<file path="src/rtl/mux_rr_arbiter.sv">
// Round-robin owner of a shared 4:1 datapath: grants one requester for a bounded
// burst, steers its word into a registered valid/ready output stage, and pulses ack.
module mux_rr_arbiter #(
    parameter int WIDTH     = 16,
    parameter int MAX_BURST = 4
) (
    input  logic             clk,
    input  logic             rst_n,
    input  logic [3:0]       req,
    input  logic [WIDTH-1:0] in1,
    input  logic [WIDTH-1:0] in2,
    input  logic [WIDTH-1:0] in3,
    input  logic [WIDTH-1:0] in4,
    output logic [3:0]       ack,
    output logic [3:0]       grant,
    output logic [1:0]       sel,
    output logic             busy,
    output logic [WIDTH-1:0] out_data,
    output logic             out_valid,
    input  logic             out_ready
);

    typedef enum logic {IDLE, GRANT} state_t;

    localparam logic [3:0] BURST = 4'(MAX_BURST);

    state_t           state_reg;
    logic [1:0]       ptr_reg;
    logic [1:0]       sel_reg;
    logic [3:0]       grant_reg;
    logic [3:0]       count_reg;
    logic [WIDTH-1:0] out_data_reg;
    logic             out_valid_reg;

    logic [WIDTH-1:0] words [4];
    logic [1:0]       cand [4];
    logic [3:0]       hit;
    logic             pick_valid;
    logic [1:0]       pick_idx;
    logic             accept;
    logic             last_beat;
    logic             release_now;

    assign words[0] = in1;
    assign words[1] = in2;
    assign words[2] = in3;
    assign words[3] = in4;

    // cand[k] is the requester at priority rank k, counted from the pointer
    genvar gi;
    generate
        for (gi = 0; gi < 4; gi++) begin : g_rank
            assign cand[gi] = ptr_reg + 2'(gi);
            assign hit[gi]  = req[cand[gi]];
        end
    endgenerate

    always_comb begin
        pick_valid = 1'b0;
        pick_idx   = ptr_reg;
        for (int k = 0; k < 4; k++) begin
            if (!pick_valid && hit[k]) begin
                pick_valid = 1'b1;
                pick_idx   = cand[k];
            end
        end
    end

    assign accept      = (state_reg == GRANT) && req[sel_reg] && (count_reg < BURST)
                         && (!out_valid_reg || out_ready);
    assign last_beat   = accept && ((count_reg + 4'd1) == BURST);
    assign release_now = (state_reg == GRANT) && (!req[sel_reg] || last_beat);

    generate
        for (gi = 0; gi < 4; gi++) begin : g_ack
            assign ack[gi] = accept && (sel_reg == 2'(gi));
        end
    endgenerate

    always_ff @(posedge clk or negedge rst_n) begin
        if (!rst_n) begin
            state_reg     <= IDLE;
            ptr_reg       <= 2'd0;
            sel_reg       <= 2'd0;
            grant_reg     <= 4'd0;
            count_reg     <= 4'd0;
            out_data_reg  <= '0;
            out_valid_reg <= 1'b0;
        end else begin
            case (state_reg)
                IDLE: begin
                    if (pick_valid) begin
                        state_reg <= GRANT;
                        sel_reg   <= pick_idx;
                        grant_reg <= 4'b0001 << pick_idx;
                        count_reg <= 4'd0;
                    end
                end
                GRANT: begin
                    if (accept)
                        count_reg <= count_reg + 4'd1;
                    // Pointer advances even on a zero-beat release so a flapping owner cannot starve others
                    if (release_now) begin
                        state_reg <= IDLE;
                        grant_reg <= 4'd0;
                        ptr_reg   <= sel_reg + 2'd1;
                    end
                end
                default: state_reg <= IDLE;
            endcase

            if (accept) begin
                out_data_reg  <= words[sel_reg];
                out_valid_reg <= 1'b1;
            end else if (out_valid_reg && out_ready) begin
                out_valid_reg <= 1'b0;
            end
        end
    end

    assign grant     = grant_reg;
    assign sel       = sel_reg;
    assign busy      = (state_reg == GRANT);
    assign out_data  = out_data_reg;
    assign out_valid = out_valid_reg;

endmodule

</file>
<file path="config.mk">
export PLATFORM = sky130hd
export DESIGN_NAME = mux_rr_arbiter
export DESIGN_NICKNAME = d
export VERILOG_FILES = /design/src/rtl/mux_rr_arbiter.sv
export SDC_FILE = /design/constraint.sdc
export NUM_CORES = 1
export LEC_CHECK = 0
export CORE_UTILIZATION = 30
export CTS_CLUSTER_DIAMETER = 100
export DETAILED_ROUTE_END_ITERATION = 6
export GPL_TIMING_DRIVEN = 0
export PLACE_DENSITY = 0.65
export SETUP_SLACK_MARGIN = 0.2
export SLEW_MARGIN = 5
export SYNTH_ARGS = -nofsm -noshare
export SYNTH_HDL_FRONTEND = slang
export SYNTH_SLANG_ARGS = --single-unit
export TNS_END_PERCENT = 1
</file>
<file path="constraint.sdc">
create_clock -name clk -period 2.03 [get_ports clk]
set_input_delay 0.406 -clock clk [delete_from_list [all_inputs] [get_ports clk]]
set_output_delay 0.406 -clock clk [all_outputs]
set_load 0.05 [all_outputs]
</file>
### Word-level counts from Yosys, hierarchy flattened

Cells that the tools add are included.

| operators by class | value |
|---|---|
| bitwise operators | 2 |
| add/subtract/negate cells | 5 |
| muxes and demuxes | 31 |
| $lt $le $gt $ge | 7 |
| equal/unequal tests | 7 |
| shift-type cells | 1 |
| reduce and logical (&&, ||, !) cells | 26 |

Operators with widths:

| operator | count |
|---|---|
| $bmux W16 S2 | 1 |
| $mux W16 | 2 |
| $mux W4 | 4 |
| $pmux W4 S2 | 2 |
| $lt A2 B3 Y1 const B | 5 |
| $logic_and A1 B1 Y1 | 13 |
| $mux W1 | 13 |
| $bmux W1 S2 | 5 |
| $reduce_and A2 Y1 | 4 |
| $mux W2 | 3 |
| $logic_not A1 Y1 | 5 |
| $add A2 B1 Y2 const B | 2 |
| $add A2 B2 Y2 const B | 2 |
| $add A4 B1 Y4 const B | 1 |
| $eq A2 B2 Y1 const B | 2 |
| $eq A4 B3 Y1 const B | 1 |
| $lt A4 B3 Y1 const B | 1 |
| $ne A2 B1 Y1 const B | 2 |
| $shl A1 B2 Y4 const A | 1 |
| $ge A3 B3 Y1 const B | 1 |
| $not A2 Y3 | 1 |
| $eq A2 B1 Y1 const B | 1 |
| $logic_not A2 Y1 | 1 |
| $logic_or A1 B1 Y1 | 2 |
| other kinds (4) | 4 |

| word-level totals | value |
|---|---|
| logic and storage cells | 86 |
| bits in registers | 30 |
| input port bits | 71 |
| output and inout bits | 28 |

### Depth between registers and ports, before layout

Gate-level depths: netlist of run 1.

| depth | value |
|---|---|
| depth in word-level cells | 15 |
| mapped depth | 6 |
| depth with buffers taken out | 5 |

### Least setup slack after synthesis of run 1

No wires, ideal clock.

| timing path | value |
|---|---|
| path type | reg2out |
| start | reg sel_reg[0], in the netlist sel[0] |
| end | out ack[0] |
| setup slack | -643 ps |
| data required time | 1624 ps |
| stages on the path, launching flop included | 6 |
| buffers on the path | 2 |
| data arrival time | 2267 ps |
| cell sequence | dfrtp_1 -> buf_6 -> mux4_2 -> nand4_4 -> clkbuf_8 -> nor2_1 |

| on the way | value |
|---|---|
| word-level cells in the longest chain between the ends | 6 |
| elaborated cells between the ends (all ways) | 7 |
| classes of those cells | mux: 2; reduce/logical: 5 |

RTL lines:

| element | line | source |
|---|---|---|
| from (decl) | 29 | `logic [1:0] sel_reg;` |
| from (signal assigned) | 94 | `sel_reg <= pick_idx;` |
| $bmux W1 S2 | 69 | `assign accept = (state_reg == GRANT) && req[sel_reg] && (count_reg < BURST)` |
| $mux W1 (not written as such) | 69 |  |
| $logic_and A1 B1 Y1 (2 in series) | 69 |  |
| $logic_and A1 B1 Y1 | 70 | `&& (!out_valid_reg \|\| out_ready);` |
| $logic_and A1 B1 Y1 (*) | 76 | `assign ack[gi] = accept && (sel_reg == 2'(gi));` |
| to (decl) | 14 | `output logic [3:0] ack,` |

Mark *: on every way between the ends. The rest lies on a longest branch, timed or not. The select of a mux whose other input is x is not followed.

### Final worst setup path of run 1

| timing path | value |
|---|---|
| start | reg sel_reg[0], in the netlist sel[0] |
| end | out ack[2] |

The elaborated chain is that of the path after synthesis.

==> flow_summary.json, run 1 <==
{
  "outcome": "finished, violations left",
  "violations": "setup timing",
  "cts_sinks": 30,
  "synth_cell_types": 36,
  "drv_cap": 0,
  "totalWireLength_um": 4459,
  "start_kind": "flip-flop",
  "syn-num-nets": 209,
  "hold_path.class": "in -> async",
  "largest_reg_flops": 16,
  "p_per_area_nw_per_um2": 1560,
  "portBuffers": 98,
  "n_fill_cell": 532,
  "clk_latency_ns": 0.27,
  "drt-vias-per-instance": 4.795,
  "placed_area_um2": 2979,
  "start_util_pct": 31.33,
  "cts_buffer_depth": 2,
  "ys_seq_area_share_pct": 40.00,
  "n_antenna_cell": 0,
  "worst_slack_ns": -0.1443,
  "hold_buffers": 0,
  "cts.reportedPaths.clkPinSlew_ns": 0.06,
  "grt_max_degree": 31,
  "ir_worst_vdd_uv": 721.1,
  "pre_cts_ws_ns": -1.109,
  "die_area_um2": 6576,
  "synth_common_cells": "30 x dfrtp_1, 11 x mux2_4, 10 x mux4_2, 9 x inv_1, 8 x nor2_1",
  "setup_tns_ns": -0.5747,
  "dp_cells": 306,
  "cts_buffers": 5,
  "ys.flop_type": "dfrtp_1",
  "ioPinCount": 99,
  "dpl.hpwl_um": 3358,
  "design_area_um2": 3148,
  "nNetsFinal": 322,
  "synth_area_um2": 1877,
  "drt_iter0_markers": 54,
  "die_h_um": 81.10,
  "track_usage_pct": 13.72,
  "synth_area_leaders": "dfrtp_1 40%, mux4_2 12%, mux4_1 9.8%, mux2_4 8.8%, mux2_2 4.2%",
  "synth_top_area_share_pct": 40.00,
  "critPathArrivalTime_ns": 1.77,
  "synth.largest_area_cell": "dfrtp_1",
  "synth_area_per_cell_um2": 14.11,
  "dr.pass1.iters": 4,
  "gp_congestion": 0.6827,
  "vias": 1544,
  "synth_warnings": 0,
  "fin_skew_ns": 0.006346,
  "gr-total-overflow": 0,
  "chipWidth_um": 81.10,
  "htreeDepth": 2,
  "tightest_slew_ns": 0.6673,
  "p_leak_nw": 1.380,
  "drcViolationCount": 0,
  "whs_ns": 0.1647,
  "design.core.area_um2": 5991,
  "cp_max_fo": 6,
  "finalCritPeriodShare_pct": 107.1,
  "period_needed_ns": 2.174,
  "stdcell_count": 322,
  "grt_pass1_vias": 1447,
  "synth_most_common_cell": "dfrtp_1",
  "grt_pass1_wl_um": 6699,
  "root_buffer": "clkbuf_8",
  "final-hold-violation-count": 0,
  "antenna_found_initial": 0,
  "rows": 28,
  "end_kind": "output pin",
  "postRouteAntennaNets": 0,
  "synth-async-reset-ratio_pct": 100.0,
  "cts_tree": "done",
  "critPathKind": "reg -> out",
  "syn_to_final_growth_pct": 67.73,
  "syn_inst": 133,
  "slew_headroom_pct": 55.52,
  "wl_per_cell_um": 13.85,
  "grt_setup_unrepaired": "yes",
  "drive_gt1_share_pct": 26.32,
  "cp.required_ns": 1.62,
  "maxSlewViolCount": 0,
  "report.final.setup_viol": 4,
  "synth_seq_cells": 30,
  "clock.fmax_ghz": 0.4599,
  "synth_edf_count": 0
}
-- timing repair --
action	CTS	global route
setup endpoints to repair	50	24
buffers inserted	6	2
pin swaps	1	1
gates resized for setup	61	9
-- critical path, stage by stage, from the launching register on --
cell	delay, ns
dfrtp_2	0.38
buf_8	0.11
mux4_2	0.53
nand4_4	0.14
clkbuf_16	0.16
nor2_4	0.03
buf_6	0.14
-- cells by family after synthesis --
| logic type | count (synthesis) | share of synthesized area (%) |
|---|---|---|
| adders and majority gates | 5 | 3.333 |
| muxes | 35 | 34.80 |
| AOI/OAI and AO/OA | 17 | 7.467 |
| and+or+nand+nor | 31 | 9.734 |
| DFF | 30 | 40.00 |
| buffers and inverters | 15 | 4.666 |
-- cell type report --
type / instances / area [µm²] / area share (%)
repair buffers: 106 / 1013 / 32.19
flip-flops and latches: 30 / 753.2 / 23.93
clock inverters: 1 / 5.005 / 0.1590
multi-input cells: 88 / 1080 / 34.30
plain buffers: 6 / 82.58 / 2.623
well taps: 75 / 93.84 / 2.981
inverters: 9 / 33.78 / 1.073
clock buffers: 7 / 86.33 / 2.742
-- placed cells by master, fill, tap and decap left out, types with 2 or more instances in the layout --
master	instances
o21ai_0	6
nand3_1	3
mux4_2	10
mux2_2	6
nand2b_1	4
mux4_1	7
buf_8	2
dfrtp_1	28
buf_4	9
buf_6	4
a32o_1	2
nor2_4	5
a21oi_1	2
ha_1	5
nor2_1	3
dfrtp_2	2
clkbuf_8	6
inv_1	9
nand2_1	4
mux2_4	12
clkdlybuf4s50_1	65
nor2b_1	3
dlygate4sd2_1	26
-- power by group --
part	internal (W)	switching (W)	leakage, nW
clock	0.000273	0.000206	0.0482
sequential	0.000892	0.000182	0.362
combinational	0.00150	0.00186	0.970
total	0.00267	0.00224	1.38
-- per-layer routing --
metal  global-route usage, %  wire [µm]  vias to the layer above
met2                   22.44       2217                       73
met3                   4.270        408                        4
met5                       0          0                        -
met1                   17.03       1798                      730
met4                   4.821         34                        0
li1                        -          -                      737
-- metrics by stage --
| stage | power [W] | utilization [%] |
|---|---|---|
| after detailed placement | 0.004374 | 49.73 |
| after global placement | 0.004346 | 49.81 |
| final | 0.004910 | 52.55 |
| after CTS | 0.004885 | 51.96 |
| after global routing | 0.005209 | 52.55 |
| after floorplan | 0.003425 | - |
-- final timing paths --
path / from / to / slack, ns / cells past startpoint
setup / recovery: sel[0]$_DFFE_PN0P_ / ack[2] / -0.14 / 6
hold / removal: rst_n / count_reg[2]$_DFFE_PN0P_ / 0.16 / 1
setup reg to reg: sel[0]$_DFFE_PN0P_ / out_data[10]$_DFFE_PN0P_ / 0.05 / 7
hold reg to reg: grant[1]$_DFFE_PN0P_ / grant[1]$_DFFE_PN0P_ / 0.49 / 1
max in group asynchronous: rst_n / sel[0]$_DFFE_PN0P_ / 1.39 / 1
min in group clk: grant[1]$_DFFE_PN0P_ / grant[1]$_DFFE_PN0P_ / 0.49 / 1
No activity file was read; power rests on OpenSTA's default activity.
==> inputs of run 2 (changes only) <==
--- a/config.mk
+++ b/config.mk
@@ -5,12 +5,13 @@
 export SDC_FILE = /design/constraint.sdc
 export NUM_CORES = 1
 export LEC_CHECK = 0
+export CORE_MARGIN = 3
 export CORE_UTILIZATION = 30
 export CTS_CLUSTER_DIAMETER = 100
 export DETAILED_ROUTE_END_ITERATION = 6
 export GPL_TIMING_DRIVEN = 0
 export PLACE_DENSITY = 0.65
-export SETUP_SLACK_MARGIN = 0.2
+export SETUP_SLACK_MARGIN = 0.3
 export SLEW_MARGIN = 5
 export SYNTH_ARGS = -nofsm -noshare
 export SYNTH_HDL_FRONTEND = slang
==> flow_summary.json, run 2 (synthesized netlist as in run 1, its figures left out) <==
{
  "design.core.area_um2": 5991,
  "critPathBufInv": 3,
  "wl_per_cell_um": 14.79,
  "dr.pass1.iters": 4,
  "gp_congestion": 0.7246,
  "start_kind": "flip-flop",
  "top_usage_layer": "met2",
  "final_cell_mix": "65 x clkdlybuf4s50_1, 28 x dfrtp_1, 26 x dlygate4sd2_1",
  "reg2reg_depth": 6,
  "portBuffers": 98,
  "nNetsFinal": 319,
  "cts_tree": "done",
  "met2_usage_pct": 21.33,
  "grtUsageMet1_pct": 17.38,
  "chipWidth_um": 85.10,
  "cpPeakStageDelay_ns": 0.54,
  "syn_to_final_growth_pct": 65.87,
  "r2r_end": "out_data[12]$_DFFE_PN0P_",
  "tightest_slew_ns": 0.7002,
  "clock.fmax_ghz": 0.4572,
  "critPathKind": "reg -> out",
  "die_h_um": 85.10,
  "report.final.setup_viol": 4,
  "crit_family": "multiplexers",
  "drive_gt1_share_pct": 26.23,
  "n_antenna_cell": 0,
  "die_area_um2": 7241,
  "largest_reg_flops": 16,
  "violations": "setup timing",
  "htreeDepth": 2,
  "fin_skew_ns": 0.005187,
  "ir_worst_vdd_uv": 674.3,
  "critPathArrivalTime_ns": 1.78,
  "rows": 28,
  "worstReg2RegStart": "sel[0]$_DFFE_PN0P_",
  "drcViolationCount": 0,
  "track_usage_pct": 13.71,
  "grt_max_degree": 31,
  "finalCritPeriodShare_pct": 107.7,
  "cts_sinks": 30,
  "start_util_pct": 31.33,
  "hold_buffers": 0,
  "drv_cap": 0,
  "maxSlewViolCount": 0,
  "grt_pass1_vias": 1575,
  "pre_cts_ws_ns": -1.112,
  "drt-vias-per-instance": 4.806,
  "grt_pass1_wl_um": 7817,
  "drt_iter0_markers": 59,
  "r2r_slack_ns": 0.09,
  "slew_headroom_pct": 53.32,
  "outcome": "finished, violations left",
  "period_needed_ns": 2.187,
  "p_per_area_nw_per_um2": 1560,
  "path_cells": "buf_8 > mux4_2 > nand4_4 > clkbuf_16 > nor2_4 > buf_6",
  "design_area_um2": 3113,
  "cpMaxStageDelayCell": "mux4_2",
  "vias": 1533,
  "final-hold-violation-count": 0,
  "worst_slack_ns": -0.1573,
  "postRouteAntennaNets": 0,
  "final_common_cell": "clkdlybuf4s50_1",
  "grt_setup_unrepaired": "yes",
  "cts_buffers": 5,
  "gr-total-overflow": 0,
  "placed_area_um2": 2979,
  "antenna_found_initial": 0,
  "cts.reportedPaths.clkPinSlew_ns": 0.07,
  "p_leak_nw": 1.357,
  "root_buffer": "clkbuf_8",
  "cp.required_ns": 1.62,
  "end_kind": "output pin",
  "cp_max_fo": 6,
  "ioPinCount": 99,
  "dpl.hpwl_um": 3573,
  "clk_latency_ns": 0.28,
  "cts_buffer_depth": 2,
  "hold_path.class": "in -> async",
  "met3_usage_pct": 5.922,
  "totalWireLength_um": 4719
}
## run 2: final cells by class
| class | count | area (µm²) |
|---|---|---|
| Timing Repair Buffer | 103 | 975.9 |
| Tap cell | 75 | 93.84 |
| Clock inverter | 1 | 5.005 |
| Sequential cell | 30 | 753.2 |
| Inverter | 9 | 33.78 |
| Fill cell | 535 | 2878 |
| Clock buffer | 7 | 86.33 |
| Buffer | 6 | 77.57 |
| Multi-Input combinational cell | 88 | 1087 |
## run 2: worst max-delay path by stage
stage                     cells past startpoint      to  slack, ns               start
after floorplan                               5  ack[0]      -0.17  sel[0]$_DFFE_PN0P_
after global placement                        6  ack[3]      -1.09              req[3]
after detailed placement                      6  ack[2]      -1.11              req[3]
after CTS                                     6  ack[0]      -0.17  sel[0]$_DFFE_PN0P_
after global routing                          6  ack[1]      -0.22  sel[0]$_DFFE_PN0P_
final                                         6  ack[2]      -0.16  sel[0]$_DFFE_PN0P_
## run 2: per-layer routing
metal | wire [µm] | vias up
met1 | 1899 | 731
met3 | 473 | 2
met2 | 2318 | 66
met4 | 27 | 0
met5 | 0 | -
li1 | - | 734
## run 2: power breakdown
part           total [W]  switching [W]  internal, W
clock           0.000493       0.000220     0.000273
combinational    0.00329        0.00184      0.00144
sequential       0.00107       0.000183     0.000892
total            0.00486        0.00225      0.00261
## run 2: repair_timing
action	in CTS	in global routing
gates resized for setup	64	7
pin swaps	1	1
setup endpoints to repair	53	29
setup buffers	5	0
endpoints found under the hold margin	0	0
## run 2: through the flow
stage          instances  util [%]  power (W)  setup TNS [ns]  hold WS [ns]
4_1_cts              319     51.82   0.004869         -0.6800        0.1929
3_3_place_gp         306     49.81   0.004347          -10.97        0.4768
3_5_place_dp         306     49.73   0.004381          -10.34        0.4731
5_1_grt              319     51.96   0.005180         -0.8898        0.2232
6_report             319     51.96   0.004855         -0.6250        0.1743
2_1_floorplan        133         -   0.003425         -0.9806        0.1104
==> inputs of run 3 (changes only) <==
--- a/config.mk
+++ b/config.mk
@@ -11,7 +11,7 @@
 export DETAILED_ROUTE_END_ITERATION = 6
 export GPL_TIMING_DRIVEN = 0
 export PLACE_DENSITY = 0.65
-export SETUP_SLACK_MARGIN = 0.3
+export SETUP_SLACK_MARGIN = 0.2
 export SLEW_MARGIN = 5
 export SYNTH_ARGS = -nofsm -noshare
 export SYNTH_HDL_FRONTEND = slang
==> constraint.sdc (replaced) <==
create_clock -name clk -period 2.03 [get_ports clk]
set_input_delay 0.609 -clock clk [delete_from_list [all_inputs] [get_ports clk]]
set_output_delay 0.609 -clock clk [all_outputs]
set_load 0.05 [all_outputs]
==> flow_summary.json, run 3 (synthesized netlist as in run 1, its figures left out) <==
{
  "grt_pass1_vias": 1578,
  "hold_buffers": 0,
  "cts.reportedPaths.clkPinSlew_ns": 0.07,
  "period_needed_ns": 2.378,
  "die_area_um2": 7241,
  "stdcell_count": 319,
  "final-hold-violation-count": 0,
  "final_common_cell": "clkdlybuf4s50_1",
  "clk_latency_ns": 0.28,
  "start_kind": "flip-flop",
  "design_area_um2": 3107,
  "cts_buffer_depth": 2,
  "worst_slack_ns": -0.3484,
  "r2r_slack_ns": 0.11,
  "syn_to_final_growth_pct": 65.53,
  "final_cell_mix": "65 x clkdlybuf4s50_1, 28 x dfrtp_1, 15 x dlygate4sd2_1",
  "slew_headroom_pct": 53.59,
  "cts_buffers": 5,
  "grt_max_degree": 31,
  "die_h_um": 85.10,
  "critPathArrivalTime_ns": 1.77,
  "report.final.setup_viol": 4,
  "nNetsFinal": 319,
  "tightest_slew_ns": 0.6961,
  "r2r_end": "out_data[12]$_DFFE_PN0P_",
  "whs_ns": 0.3729,
  "drt_iter0_markers": 59,
  "placed_area_um2": 2979,
  "dp_cells": 306,
  "portBuffers": 98,
  "outcome": "finished, violations left",
  "grt_pass1_wl_um": 7803,
  "design.core.area_um2": 5991,
  "maxSlewViolCount": 0,
  "root_buffer": "clkbuf_8",
  "cp_max_fo": 6,
  "fin_skew_ns": 0.005958,
  "finalCritPeriodShare_pct": 117.2,
  "vias": 1525,
  "violations": "setup timing",
  "gr-total-overflow": 0,
  "cp.required_ns": 1.42,
  "end_kind": "output pin",
  "dr.pass1.iters": 4,
  "drt-vias-per-instance": 4.781,
  "p_leak_nw": 1.343,
  "n_antenna_cell": 0,
  "largest_reg_flops": 16,
  "cts_tree": "done",
  "track_usage_pct": 13.69,
  "drcViolationCount": 0,
  "dpl.hpwl_um": 3573,
  "p_per_area_nw_per_um2": 1564,
  "chipWidth_um": 85.10,
  "pre_cts_ws_ns": -1.518,
  "cts_sinks": 30,
  "antenna_found_initial": 0,
  "rows": 28,
  "critPathKind": "reg -> out",
  "htreeDepth": 2,
  "gp_congestion": 0.7246,
  "postRouteAntennaNets": 0,
  "drive_gt1_share_pct": 28.69,
  "totalWireLength_um": 4720,
  "ir_worst_vdd_uv": 674.3,
  "ioPinCount": 99,
  "wl_per_cell_um": 14.80,
  "drv_cap": 0,
  "start_util_pct": 31.33,
  "reg2reg_depth": 6,
  "hold_path.class": "in -> async",
  "clock.fmax_ghz": 0.4205,
  "crit_end": "ack[0]",
  "startpoint": "sel[0]$_DFFE_PN0P_",
  "grt_setup_unrepaired": "yes",
  "worstReg2RegStart": "sel[0]$_DFFE_PN0P_"
}
## run 3: cell count changes in the layout (fill, tap and decap cells not counted), sizes merged
cell / previous run / this run
buf: 14 / 19
dlygate4sd2: 26 / 15
clkdlybuf4s15: 0 / 6
## run 3: final cells by class
class,count,area [µm²]
inverters,9,33.78
plain buffers,6,77.57
multi-input cells,88,1087
flip-flops and latches,30,753.2
well taps,75,93.84
clock inverters,1,5.005
clock buffers,7,86.33
fillers,533,2884
repair buffers,103,969.7
## run 3: repair_timing
item | CTS | global route
endpoints found under the hold margin | 0 | 0
buffers inserted | 5 | 0
pin swaps | 2 | 1
resized for setup | 82 | 13
setup endpoints to repair | 57 | 31
## run 3: how the worst min path moves through the flow
stage / from / endpoint / slack (ns)
after floorplan: rst_n / busy$_DFF_PN0_ / 0.31
after global placement: grant[1]$_DFFE_PN0P_ / grant[1]$_DFFE_PN0P_ / 0.48
after detailed placement: grant[1]$_DFFE_PN0P_ / grant[1]$_DFFE_PN0P_ / 0.47
after CTS: rst_n / count_reg[2]$_DFFE_PN0P_ / 0.40
after global routing: rst_n / out_valid$_DFFE_PN0P_ / 0.43
final: rst_n / count_reg[0]$_DFFE_PN0P_ / 0.37
## run 3: power by group
| group | internal [W] | switching (W) |
|---|---|---|
| Sequential | 0.000892 | 0.000191 |
| Combinational | 0.00145 | 0.00183 |
| Clock | 0.000273 | 0.000222 |
| Total | 0.00261 | 0.00225 |
## run 3: per-stage QoR
step                      power, W  util (%)  setup TNS [ns]
after CTS                 0.004885     51.80          -1.455
after global placement    0.004347     49.81          -24.27
after floorplan           0.003425         -          -1.793
final                     0.004860     51.86          -1.390
after detailed placement  0.004381     49.73          -17.67
after global routing      0.005185     51.86          -1.653
## run 3: critical path, stage by stage, from the launching register on
cell	delay, ns
dfrtp_2	0.38
buf_8	0.10
mux4_2	0.54
nand4_4	0.12
clkbuf_16	0.17
nor2_4	0.04
buf_8	0.14
## run 3: layer usage
metal	global-route usage [%]	up-vias	wire length, µm
li1	-	732	-
met1	17.38	725	1899
met2	21.33	66	2316
met3	5.825	2	477
met4	4.029	0	27
met5	0	-	0
